File: config.mk
export PLATFORM = sky130hd
export DESIGN_NAME = move_sequencer_flat
export DESIGN_NICKNAME = d
export VERILOG_FILES = /design/src/rtl/ttt_pkg.sv /design/src/rtl/move_sequencer_if.sv /design/src/rtl/line_checker.sv /design/src/rtl/move_sequencer.sv /design/src/flat_wrapper.sv
export SDC_FILE = /design/constraint.sdc
export NUM_CORES = 1
export LEC_CHECK = 0
export BUFFER_PORTS_ARGS = -buffer_cell sky130_fd_sc_hd__buf_2
export CORE_UTILIZATION = 55
export CTS_CLUSTER_DIAMETER = 120
export CTS_CLUSTER_SIZE = 20
export DETAILED_ROUTE_END_ITERATION = 10
export PLACE_DENSITY = 0.84
export SYNTH_ARGS = -nofsm -noshare
export SYNTH_HDL_FRONTEND = slang
export SYNTH_HIERARCHICAL = 1
export SYNTH_SLANG_ARGS = --single-unit
File: constraint.sdc
create_clock -name clk -period 2.6 [get_ports clk]
set_clock_uncertainty 0.1 [all_clocks]
set_input_delay 0.26 -clock clk [delete_from_list [all_inputs] [get_ports clk]]
set_output_delay 0.26 -clock clk [all_outputs]
set_load 0.01 [all_outputs]
File: src/rtl/ttt_pkg.sv
// rtl/ttt_pkg.sv - shared cell/winner codes, state enum and position decode for the turn sequencer
package ttt_pkg;

  localparam logic [1:0] CELL_EMPTY = 2'b00;
  localparam logic [1:0] CELL_PL    = 2'b01;
  localparam logic [1:0] CELL_PC    = 2'b10;

  localparam logic [1:0] WIN_NONE = 2'b00;
  localparam logic [1:0] WIN_PL   = 2'b01;
  localparam logic [1:0] WIN_PC   = 2'b10;
  localparam logic [1:0] WIN_DRAW = 2'b11;

  typedef enum logic [2:0] {
    S_PL_WAIT,
    S_PC_WAIT,
    S_WRITE,
    S_CHECK,
    S_REJECT,
    S_OVER
  } state_t;

  // Out-of-range positions decode to zero, so they can never match an empty cell.
  function automatic logic [8:0] pos_to_onehot(input logic [3:0] pos);
    logic [8:0] oh;
    oh = '0;
    if (pos >= 4'd1 && pos <= 4'd9)
      oh = 9'd1 << (pos - 4'd1);
    return oh;
  endfunction

endpackage

File: src/rtl/move_sequencer_if.sv
// rtl/move_sequencer_if.sv - request, board and result signals between move sources and the sequencer
interface move_sequencer_if;
  logic        play;
  logic [3:0]  player_pos;
  logic        pc_play;
  logic [3:0]  computer_pos;
  logic [17:0] board;
  logic [8:0]  PL_en;
  logic [8:0]  PC_en;
  logic        illegal_move;
  logic        turn;
  logic [1:0]  winner;
  logic        game_over;

  modport master (
    output play, player_pos, pc_play, computer_pos, board,
    input  PL_en, PC_en, illegal_move, turn, winner, game_over
  );

  modport slave (
    input  play, player_pos, pc_play, computer_pos, board,
    output PL_en, PC_en, illegal_move, turn, winner, game_over
  );
endinterface

File: src/rtl/line_checker.sv
// rtl/line_checker.sv - combinational win/draw evaluation of the nine-cell board
module line_checker
  import ttt_pkg::*;
(
  input  logic [17:0] board,
  output logic [1:0]  winner
);

  function automatic logic [1:0] line_code(input logic [1:0] a, input logic [1:0] b,
                                           input logic [1:0] c);
    return (a != CELL_EMPTY && a == b && b == c) ? a : WIN_NONE;
  endfunction

  logic [1:0] c [9];
  logic [1:0] w;
  logic       full;

  always_comb begin
    full = 1'b1;
    for (int k = 0; k < 9; k++) begin
      c[k] = board[2*k +: 2];
      if (c[k] == CELL_EMPTY)
        full = 1'b0;
    end
    // First matching line wins; only one side can own a line in real play.
    w = line_code(c[0], c[1], c[2]);
    if (w == WIN_NONE) w = line_code(c[3], c[4], c[5]);
    if (w == WIN_NONE) w = line_code(c[6], c[7], c[8]);
    if (w == WIN_NONE) w = line_code(c[0], c[3], c[6]);
    if (w == WIN_NONE) w = line_code(c[1], c[4], c[7]);
    if (w == WIN_NONE) w = line_code(c[2], c[5], c[8]);
    if (w == WIN_NONE) w = line_code(c[0], c[4], c[8]);
    if (w == WIN_NONE) w = line_code(c[2], c[4], c[6]);
    winner = (w != WIN_NONE) ? w : (full ? WIN_DRAW : WIN_NONE);
  end

endmodule

File: src/rtl/move_sequencer.sv
// rtl/move_sequencer.sv - validates move requests, issues one-cycle cell writes and tracks turn/result
module move_sequencer
  import ttt_pkg::*;
#(
  parameter bit FIRST_PLAYER = 1'b0
) (
  input logic             clk,
  input logic             rst,
  move_sequencer_if.slave bus
);

  state_t     state;
  logic [1:0] check_win;
  logic [8:0] empty_mask;
  logic [8:0] pl_oh;
  logic [8:0] pc_oh;
  logic       pl_legal;
  logic       pc_legal;

  line_checker u_line_checker (
    .board  (bus.board),
    .winner (check_win)
  );

  always_comb begin
    empty_mask = '0;
    for (int k = 0; k < 9; k++)
      empty_mask[k] = (bus.board[2*k +: 2] == CELL_EMPTY);
  end

  assign pl_oh    = pos_to_onehot(bus.player_pos);
  assign pc_oh    = pos_to_onehot(bus.computer_pos);
  assign pl_legal = |(pl_oh & empty_mask);
  assign pc_legal = |(pc_oh & empty_mask);

  always_ff @(posedge clk or posedge rst) begin
    if (rst) begin
      state            <= FIRST_PLAYER ? S_PC_WAIT : S_PL_WAIT;
      bus.PL_en        <= '0;
      bus.PC_en        <= '0;
      bus.illegal_move <= 1'b0;
      bus.turn         <= FIRST_PLAYER;
      bus.winner       <= WIN_NONE;
      bus.game_over    <= 1'b0;
    end else begin
      // Enables and the reject pulse live for exactly one cycle.
      bus.PL_en        <= '0;
      bus.PC_en        <= '0;
      bus.illegal_move <= 1'b0;
      case (state)
        S_PL_WAIT: begin
          if (bus.play) begin
            if (pl_legal) begin
              bus.PL_en <= pl_oh;
              state     <= S_WRITE;
            end else begin
              bus.illegal_move <= 1'b1;
              state            <= S_REJECT;
            end
          end
        end
        S_PC_WAIT: begin
          if (bus.pc_play) begin
            if (pc_legal) begin
              bus.PC_en <= pc_oh;
              state     <= S_WRITE;
            end else begin
              bus.illegal_move <= 1'b1;
              state            <= S_REJECT;
            end
          end
        end
        S_WRITE: state <= S_CHECK;
        S_CHECK: begin
          if (check_win != WIN_NONE) begin
            bus.winner    <= check_win;
            bus.game_over <= 1'b1;
            state         <= S_OVER;
          end else begin
            bus.turn <= ~bus.turn;
            state    <= bus.turn ? S_PL_WAIT : S_PC_WAIT;
          end
        end
        S_REJECT: state <= bus.turn ? S_PC_WAIT : S_PL_WAIT;
        S_OVER:   state <= S_OVER;
        default:  state <= FIRST_PLAYER ? S_PC_WAIT : S_PL_WAIT;
      endcase
    end
  end

endmodule

File: src/flat_wrapper.sv
// flat-port wrapper written by rule: the top's interface ports become plain ports
module move_sequencer_flat import ttt_pkg::*;
#(
  parameter bit FIRST_PLAYER = 1'b0
)
  (clk, rst, bus_play, bus_player_pos, bus_pc_play, bus_computer_pos, bus_board, bus_PL_en, bus_PC_en, bus_illegal_move, bus_turn, bus_winner, bus_game_over);
  move_sequencer_if bus_i ();
  input logic clk;
  input logic rst;
  input wire logic [$bits(bus_i.play)-1:0] bus_play;
  input wire logic [$bits(bus_i.player_pos)-1:0] bus_player_pos;
  input wire logic [$bits(bus_i.pc_play)-1:0] bus_pc_play;
  input wire logic [$bits(bus_i.computer_pos)-1:0] bus_computer_pos;
  input wire logic [$bits(bus_i.board)-1:0] bus_board;
  output wire logic [$bits(bus_i.PL_en)-1:0] bus_PL_en;
  output wire logic [$bits(bus_i.PC_en)-1:0] bus_PC_en;
  output wire logic [$bits(bus_i.illegal_move)-1:0] bus_illegal_move;
  output wire logic [$bits(bus_i.turn)-1:0] bus_turn;
  output wire logic [$bits(bus_i.winner)-1:0] bus_winner;
  output wire logic [$bits(bus_i.game_over)-1:0] bus_game_over;
  assign bus_i.play = bus_play;
  assign bus_i.player_pos = bus_player_pos;
  assign bus_i.pc_play = bus_pc_play;
  assign bus_i.computer_pos = bus_computer_pos;
  assign bus_i.board = bus_board;
  assign bus_PL_en = bus_i.PL_en;
  assign bus_PC_en = bus_i.PC_en;
  assign bus_illegal_move = bus_i.illegal_move;
  assign bus_turn = bus_i.turn;
  assign bus_winner = bus_i.winner;
  assign bus_game_over = bus_i.game_over;
  move_sequencer #(.FIRST_PLAYER(FIRST_PLAYER)) u_core (.clk(clk), .rst(rst), .bus(bus_i));
endmodule
* Yosys cells after proc, flatten, opt, wreduce, memory -nomap -nowiden
Cells that the tools add are included.
Operators by class: bitwise logic cells 4, multiplexer cells 47, shifts and indexed selects 2, add/sub/neg operators 2, eq/ne operators 23, reductions and logical operators 47, magnitude comparators 4
Operator list (number):
- 9-bit two-way mux | 8
- 2-bit two-way mux | 17
- 2-bit == test | 16
- 2-bit logical NOT | 16
- 9-bit bitwise AND | 2
- 1-bit logical AND | 18
- 3-bit one-hot mux with 6 select lines | 1
- 9-bit OR reduction | 2
- 1-bit by 4-bit left shift with 9-bit output, first input constant | 2
- 1-bit two-way mux | 15
- 3-bit two-way mux | 5
- 2-bit nonzero test | 7
- 4-bit by 1-bit >= comparator with 1-bit output, second input constant | 2
- 4-bit <= comparator, second input constant | 2
- 4-bit by 1-bit subtractor with 4-bit output, second input constant | 2
- 3-bit by 2-bit == test with 1-bit output, second input constant | 2
- 3-bit == test, second input constant | 2
- 2-bit AND reduction | 3
- 2-bit inequality test, second input constant | 2
- 3-bit by 1-bit == test with 1-bit output, second input constant | 1
- 3-bit logical NOT | 1
- 1-bit NOT | 2
- 1-bit one-hot mux with 2 select lines | 1
Storage, ports and cells: bits of input ports 30, flip-flop bits (word level) 26, output and inout bits 23

* Depth between registers and ports, before layout
Gate-level depths: netlist of run 1.
depth after elaboration 23, depth in mapped cells 12

* Cells and area by module
Netlist of run 1, hierarchy kept.
Modules (own cells, without submodules):
- move_sequencer | sequential area each 650.6 sq um, cells each 137, area each 1400.1 sq um, instances 1
- line_checker | sequential area each 0.0 sq um, cells each 73, area each 457.9 sq um, instances 1

* Worst setup path after synthesis of run 1
Ideal clock, no wire load.
path kind input -> register, start point input bus_computer_pos[0], end point register u_core.state[1], setup time 0.127 ns, required time 2.373 ns, arrival time 2.091 ns, stages on the path 8, path slack 0.282 ns, cell sequence buf_6 > nor2_1 > ha_1 > buf_1 > mux4_2 > a2111oi_4 > nor2_2 > a311o_1
Between the ends: cells in the longest elaborated chain, start to end 8
Ends and longest elaborated chain:
- from (decl) | RTL line flat_wrapper.sv:13 | input wire logic [$bits(bus_i.computer_pos)-1:0] bus_computer_pos;
- 4-bit by 1-bit subtractor with 4-bit output, or another cell as far along | RTL line ttt_pkg.sv:27 | oh = 9'd1 << (pos - 4'd1);
- 1-bit by 4-bit left shift with 9-bit output / 1-bit logical AND (equally long branches) | RTL line ttt_pkg.sv:27, ttt_pkg.sv:26
- 9-bit two-way mux (*) | RTL line ttt_pkg.sv:26 | if (pos >= 4'd1 && pos <= 4'd9)
- 9-bit bitwise AND (*) | RTL line move_sequencer.sv:34 | assign pc_legal = |(pc_oh & empty_mask);
- 9-bit OR reduction (*) | RTL line move_sequencer.sv:34
- 3-bit two-way mux (*) | RTL line move_sequencer.sv:64 | if (pc_legal) begin
- 3-bit two-way mux (*) | RTL line move_sequencer.sv:63 | if (bus.pc_play) begin
- 3-bit one-hot mux with 6 select lines (*) | RTL line move_sequencer.sv:50 | case (state)
- to (signal assigned) | RTL line move_sequencer.sv:38 | state <= FIRST_PLAYER ? S_PC_WAIT : S_PL_WAIT;
- to (signal assigned) | RTL line move_sequencer.sv:81 | state <= bus.turn ? S_PL_WAIT : S_PC_WAIT;
- to (signal assigned) | RTL line move_sequencer.sv:84 | S_REJECT: state <= bus.turn ? S_PC_WAIT : S_PL_WAIT;
- to (decl) | RTL line move_sequencer.sv:12 | state_t state;
Every way passes the cells marked *; elsewhere a longest branch is shown, timed or not. The select of a mux whose other input is x is not followed. A chain may end at the register's enable or synchronous reset.

* Worst setup path in the final report of run 1
Same ends and word-level chain as after synthesis.

==> results of run 1 <==
==> layout by cell type, fill, tap and decap left out, types with 2 or more instances in the layout <==
cell type	synthesis	final
dfrtp_1	26	26
nand2_1	11	11
a31oi_1	2	2
xnor2_1	2	2
nor2_1	17	17
o21bai_1	2	2
or2_2	2	2
or3b_2	2	2
o21a_1	5	5
buf_2	0	52
o21ai_0	12	12
nor3_1	16	16
nor3b_1	3	3
and4b_1	3	3
o211ai_1	2	2
inv_1	7	7
ha_1	4	4
a2111oi_0	2	2
nand3_1	11	11
and3_2	3	3
a21oi_1	9	9
nor4_1	2	2
mux4_2	2	2
and3_1	13	13
or3_1	7	7
a211oi_1	4	4
nor2b_1	2	2
o22ai_1	3	3
clkbuf_4	0	3
a21o_1	2	2
and2_1	4	4
==> per-stage QoR <==
step                      worst slack, ns  setup TNS [ns]
after floorplan                     0.282               0
after global placement             0.0433               0
after detailed placement          -0.0552         -0.0552
after CTS                           0.291               0
after global routing                0.162               0
final                               0.255               0
==> state kept, by name (all words and copies together), names as in the netlist <==
register / flops
u_core/bus.illegal_move: 1
u_core/bus.turn: 1
u_core/bus.game_over: 1
u_core/bus.PL_en: 9
u_core/bus.PC_en: 9
u_core/state: 3
u_core/bus.winner: 2
==> layout make-up <==
type | instances | share of cell area (%)
clock buffers | 3 | 1.04
inverters | 7 | 1.22
multi-input cells | 171 | 52.6
flip-flops and latches | 26 | 30.2
repair buffers | 53 | 12.4
well taps | 44 | 2.55
==> path summary, 6_finish.rpt <==
path	startpoint	end	slack (ns)	cells past startpoint
min in group clk	bus_pc_play	u_core/bus.illegal_move	0.12	3
max reg2reg	u_core/state[1]	u_core/bus.PL_en[5]	0.76	4
max	bus_computer_pos[0]	u_core/state[1]	0.25	7
max in group asynchronous	rst	u_core/state[1]	1.75	2
min reg2reg	u_core/bus.winner[0]	u_core/bus.winner[0]	0.39	2
min	rst	u_core/bus.PC_en[0]	0.06	2
==> logic make-up after synthesis <==
group                      count (synthesis)  synth area share (%)
DFF                                       26                  35.0
AOI/OAI and AO/OA                         56                  22.0
buffers and inverters                     13                  3.91
and+or+nand+nor                          107                  33.1
muxes                                      2                  2.42
adders and majority gates                  4                  2.69
xor gates and xnor gates                   2                 0.943
==> per-layer routing <==
layer | share of wire [%] | global-route usage [%] | vias up
li1 | - | - | 899
met1 | 43 | 32.9 | 876
met2 | 48 | 42.9 | 108
met3 | 6.4 | 1.52 | 12
met4 | 2.5 | 9.97 | 0
met5 | 0 | 0 | -
==> report_power, final <==
part           switching [mW]  total [mW]  internal, mW
clock                   0.108       0.162        0.0540
combinational           0.211       0.366         0.155
sequential             0.0548       0.513         0.458
==> metrics.md, run 1 <==
| Metric | Value |
|---|---|
| Status | finished, final reports clean |
| Tcrit/Tclk final | 90.2% |
| Synth area leader | dfrtp_1 |
| H-tree levels | 1 |
| Initial antenna violation count | 0 |
| FF+latch count, synth | 26 |
| # DRC | 0 |
| Overflow left after global routing | 0 |
| CP Capture Type | flip-flop |
| Global-route wire length before repair | 6980 um |
| Most used flip-flop cell after synthesis | dfrtp_1 |
| Synth top cells by count | dfrtp_1 (26), nor2_1 (17), nor3_1 (16), and3_1 (13), o21ai_0 (12) |
| Post-synthesis sequential area ratio | 35.0% |
| Leak Pwr | 1.07 nW |
| Crit path launch type | primary input |
| Worst hold path class | in -> async |
| Finished Layout Cells | 304 |
| Endpoints failing setup | 0 |
| Ys async rst share | 100% |
| Critical Path, Cell by Cell | buf_2 > nor2_1 > ha_1 > mux4_2 > a2111oi_4 > nor2_2 > a311o_1 |
| I/O pin count | 53 |
| Vias in the first global route | 1611 |
| GRT Overall Usage | 25.1% |
| Via density | 6.23 |
| Multi-input gate area | 1130 um2 |
| Core Region | 3130 um2 |
| Placed cells | 301 |
| Post-DP Area | 2130 um2 |
| Critical path type | in -> reg |
| N_diodes | 0 |
| TritonCTS clock tree | yes |
| Die width | 60.1 um |
| Post-synth top area share | 35.0% |
| Postcts setup bufs | 0 |
| Buffers on Ports | 52 |
| DRT iter0 DRCs | 91 |
| WL final | 4440 um |
| Final min period | 2.35 ns |
| # hold bufs at CTS | 0 |
| TritonCTS Buffers | 3 |
| Design Area, Final | 2160 um2 |
| Worst Tran Pin Value | 0.982 ns |
| PwrDens | 482 nW/um2 |
| Highest clock rate | 0.426 GHz |
| Worst Path Arrival | 2.45 ns |
| PostCTS Resize Cnt | 0 |
| Max Fanout on Critical Path | 10 |
| Row count | 20 |
| Filler cells | 271 |
| Mean post-synth cell area | 8.85 um2 |
| Yosys cell types | 57 |
| Largest net degree at the start of global routing | 27 |
| Total number of vias | 1895 |
| Root Buffer | clkbuf_4 |
| Worst vdd ir | 209 uV |
| DRT antenna net count | 0 |
| Total Power | 1.04 mW |
| CTS max path bufs | 2 |
| Clk_lat worst skew | 0.30 ns |
| Initial DRT Pass Iterations | 4 |
| Wire length per cell | 14.6 um |
| Area delta synth->final | 16.1% |
| Initial Util | 59.4% |
| EDFF count, synth | 0 |
| Syn Nets | 244 |
| Gp weighted congestion | 0.991 |
| Top cells by area, synth | dfrtp_1 (35%), and3_1 (4.4%), nor3_1 (4.3%) |
| Register area | 651 um2 |
| Die ar. | 3610 um2 |
| Area of the mapped netlist | 1860 um2 |
| Post-Synthesis Cells | 210 |
| Crit path buf inv count | 1 |
| Unrepaired setup endpoints after global routing | no |
| Worst hold margin | 0.0579 ns |
| CP max-delay cell | a2111oi_4 |
| Delay of the slowest critical-path stage | 0.51 ns |
| Clock transition at path regs | 0.13 ns |
| Count of final hold-check violations | 0 |
| Nets | 296 |
| Top Family by Delay on Critical Path | compound AO/OA/AOI/OAI gates |
| Post-DP HPWL | 3440 um |
| Max-slew headroom | 34.5% |
| Max Slew Vio Count | 0 |
| Die Y | 60.1 um |
| Most common cell in the netlist | dfrtp_1 |
| Fraction of layout cells with a size suffix above 1 | 28.8% |
| Util after Layout | 69.0% |
| CTS sink count | 26 |
| Ys Warns | 6 |
| Max-cap viol count | 0 |
| Crit path required time | 2.70 ns |
(Power assumes the default switching activity.)
==> run 2, diff against run 1 <==
--- a/config.mk
+++ b/config.mk
@@ -10,6 +10,7 @@
 export CTS_CLUSTER_DIAMETER = 120
 export CTS_CLUSTER_SIZE = 20
 export DETAILED_ROUTE_END_ITERATION = 10
+export GPL_TIMING_DRIVEN = 0
 export PLACE_DENSITY = 0.84
 export SYNTH_ARGS = -nofsm -noshare
 export SYNTH_HDL_FRONTEND = slang
==> run 2 against run 1 <==
  * Total power decreased by 0.28%
  * Register-to-register slack got worse by 0.05 ns
  * Utilization increased by 1.1 points
  * Sequential power decreased by 3.9%
  * Routed wire length decreased by 5.7%
  * Count of clock-buffer cells in the layout unchanged
  * Non-clock buffer count increased by 4
  * Critical path type unchanged
==> metrics.md, run 2 (same netlist as run 1, synthesis figures left out) <==
| Metric | Value |
|---|---|
| TritonCTS Buffers | 3 (unchanged) |
| Die width | 60.1 um (unchanged) |
| Row count | 20 (unchanged) |
| Area delta synth->final | 17.9% |
| DRT antenna net count | 0 (unchanged) |
| Die ar. | 3610 um2 (unchanged) |
| Origin of the critical flop-to-flop path | u_core/state[0] |
| Initial antenna violation count | 0 (unchanged) |
| Critical path type | in -> reg |
| WL final | 4190 um (-5.7%) |
| Register area | 651 um2 (unchanged) |
| Crit path launch type | primary input |
| Endpoints failing setup | 0 (unchanged) |
| Switching pwr | 364 uW (-2.5%) |
| Initial DRT Pass Iterations | 4 (unchanged) |
| Post-DP HPWL | 3240 um (-5.8%) |
| GRT Overall Usage | 24.6% (-0.51 points) |
| Total number of vias | 1815 (-4.2%) |
| Internal power | 673 uW (+0.93%) |
| Crit path required time | 2.74 ns (+0.04 ns) |
| H-tree levels | 1 (unchanged) |
| Sw frac | 35.1% (-0.78 points) |
| Core Region | 3130 um2 (unchanged) |
| Setup TNS | 0 ns (unchanged) |
| Nets | 300 (+1.4%) |
| Count of final hold-check violations | 0 (unchanged) |
| Tcrit/Tclk final | 90.2% (about the same) |
| Max-slew headroom | 38.4% (+3.9 points) |
| Clk_lat worst skew | 0.30 ns (about the same) |
| Unrepaired setup endpoints after global routing | no |
| Postcts setup bufs | 0 (unchanged) |
| Clock transition at path regs | 0.12 ns (about the same) |
| Global-route wire length before repair | 6770 um (-3.1%) |
| Max Slew Vio Count | 0 (unchanged) |
| Multi-input gate area | 1130 um2 (unchanged) |
| Worst vdd ir | 314 uV (+50%) |
| CTS sink count | 26 (unchanged) |
| Initial Util | 59.4% (unchanged) |
| Gp weighted congestion | 0.841 (-15%) |
| Buffers on Ports | 51 (-1.9%) |
| TritonCTS clock tree | yes |
| Status | finished, final reports clean |
| Reg power frac | 47.5% (-1.8 points) |
| Overflow left after global routing | 0 (unchanged) |
| N_diodes | 0 (unchanged) |
| Worst slack, placed | -0.0592 ns (-0.00401 ns) |
| Biggest regs | u_core/bus.PC_en x9, u_core/bus.PL_en x9, u_core/state x3 |
| Reg-to-reg slack, setup | 0.71 ns (-0.05 ns) |
| Worst Tran Pin Value | 0.924 ns (-0.0582 ns) |
| Wire length per cell | 13.6 um (-6.9%) |
| CTS max path bufs | 2 (unchanged) |
| Top sig layer | met4 |
| Root Buffer | clkbuf_4 |
| Max Fanout on Critical Path | 10 (unchanged) |
| Routed wl met3 | 207 um (-28%) |
| Commonest non-fill, non-tap cells in the layout | buf_2 (51), dfrtp_1 (26), nor2_1 (17) |
| Via density | 5.89 (-5.5%) |
| Vias in the first global route | 1601 (-0.62%) |
| Final min period | 2.34 ns (-0.00131 ns) |
| Critical path startpoint | bus_player_pos[0] |
| Fraction of layout cells with a size suffix above 1 | 29.2% (+0.32 points) |
| Routed length on met1 | 1890 um (-1.9%) |
| # DRC | 0 (unchanged) |
| Highest clock rate | 0.427 GHz (about the same) |
| Largest net degree at the start of global routing | 27 (unchanged) |
| Comb pwr share | 37.4% (+2.2 points) |
| Worst hold path class | in -> async |
| DRT iter0 DRCs | 88 (-3.3%) |
| PwrDens | 474 nW/um2 (-1.8%) |
| CP Capture Type | flip-flop |
| # hold bufs at CTS | 0 (unchanged) |
| Metal2 WL | 2060 um (-2.5%) |
| PostCTS Resize Cnt | 0 (unchanged) |
| Filler cells | 258 (-4.8%) |
| Max-cap viol count | 0 (unchanged) |
| Commonest non-fill, non-tap cell in the layout | buf_2 |
| Leak Pwr | 1.09 nW (+1.5%) |
| I/O pin count | 53 (unchanged) |
| Clock Power Share | 15.1% (-0.5 points) |
| Post-route worst setup slack | 0.256 ns (+0.00132 ns) |
| Worst Path Arrival | 2.48 ns (+0.03 ns) |
| Die Y | 60.1 um (unchanged) |
-- run 2: cell count changes in the layout (fill, tap and decap cells not counted) --
cell | before | now
buf_1 | 0 | 1
buf_2 | 52 | 51
buf_4 | 1 | 0
buf_6 | 0 | 3
clkbuf_1 | 0 | 1
clkbuf_2 | 0 | 1
-- run 2: cell type report --
cell class | instances | area share [%]
multi-input cells | 171 | 51.8
clock buffers | 3 | 1.03
repair buffers | 51 | 11.7
inverters | 7 | 1.20
plain buffers | 6 | 2.11
well taps | 44 | 2.51
flip-flops and latches | 26 | 29.7
-- run 2: path summary, 6_finish.rpt --
check                                                to  cells after the start
worst max register to register      u_core/bus.PL_en[5]                      5
worst min register to register     u_core/bus.game_over                      1
min in group clk                u_core/bus.illegal_move                      3
max in group asynchronous          u_core/bus.winner[0]                      2
worst max-delay path                u_core/bus.PL_en[5]                      9
worst min-delay path                u_core/bus.PC_en[2]                      2
-- run 2: per-layer routing --
metal | GRT usage, % | vias up
met1 | 31.9 | 838
li1 | - | 905
met4 | 9.63 | 0
met5 | 0 | -
met2 | 41.9 | 70
met3 | 2.16 | 2
-- run 2: critical path, cell delays in order --
cell       delay [ns]
buf_2            0.16
nor2_1           0.08
ha_1             0.27
clkbuf_2         0.19
or3b_1           0.36
a21oi_1          0.18
o21bai_1         0.18
a2111oi_0        0.59
nor2b_1          0.21
-- run 2: through the flow --
step	util [%]	hold WS (ns)	power, mW	std cells	instance area (um2)
6_report	70.0	0.0406	1.04	308	2190
3_5_place_dp	69.3	0.347	0.885	305	2170
2_1_floorplan	-	0.200	0.752	210	1860
3_3_place_gp	69.3	0.343	0.875	305	2170
4_1_cts	70.0	0.0689	1.04	308	2190
5_1_grt	70.0	0.113	1.12	308	2190
-- run 2: power by group through the flow --
stage | clock [mW] | combinational [mW] | sequential [mW]
after floorplan | 0 | 0.237 | 0.516
after global placement | 0 | 0.377 | 0.499
after detailed placement | 0 | 0.383 | 0.501
after CTS | 0.166 | 0.385 | 0.493
after global routing | 0.184 | 0.432 | 0.501
final | 0.156 | 0.388 | 0.493
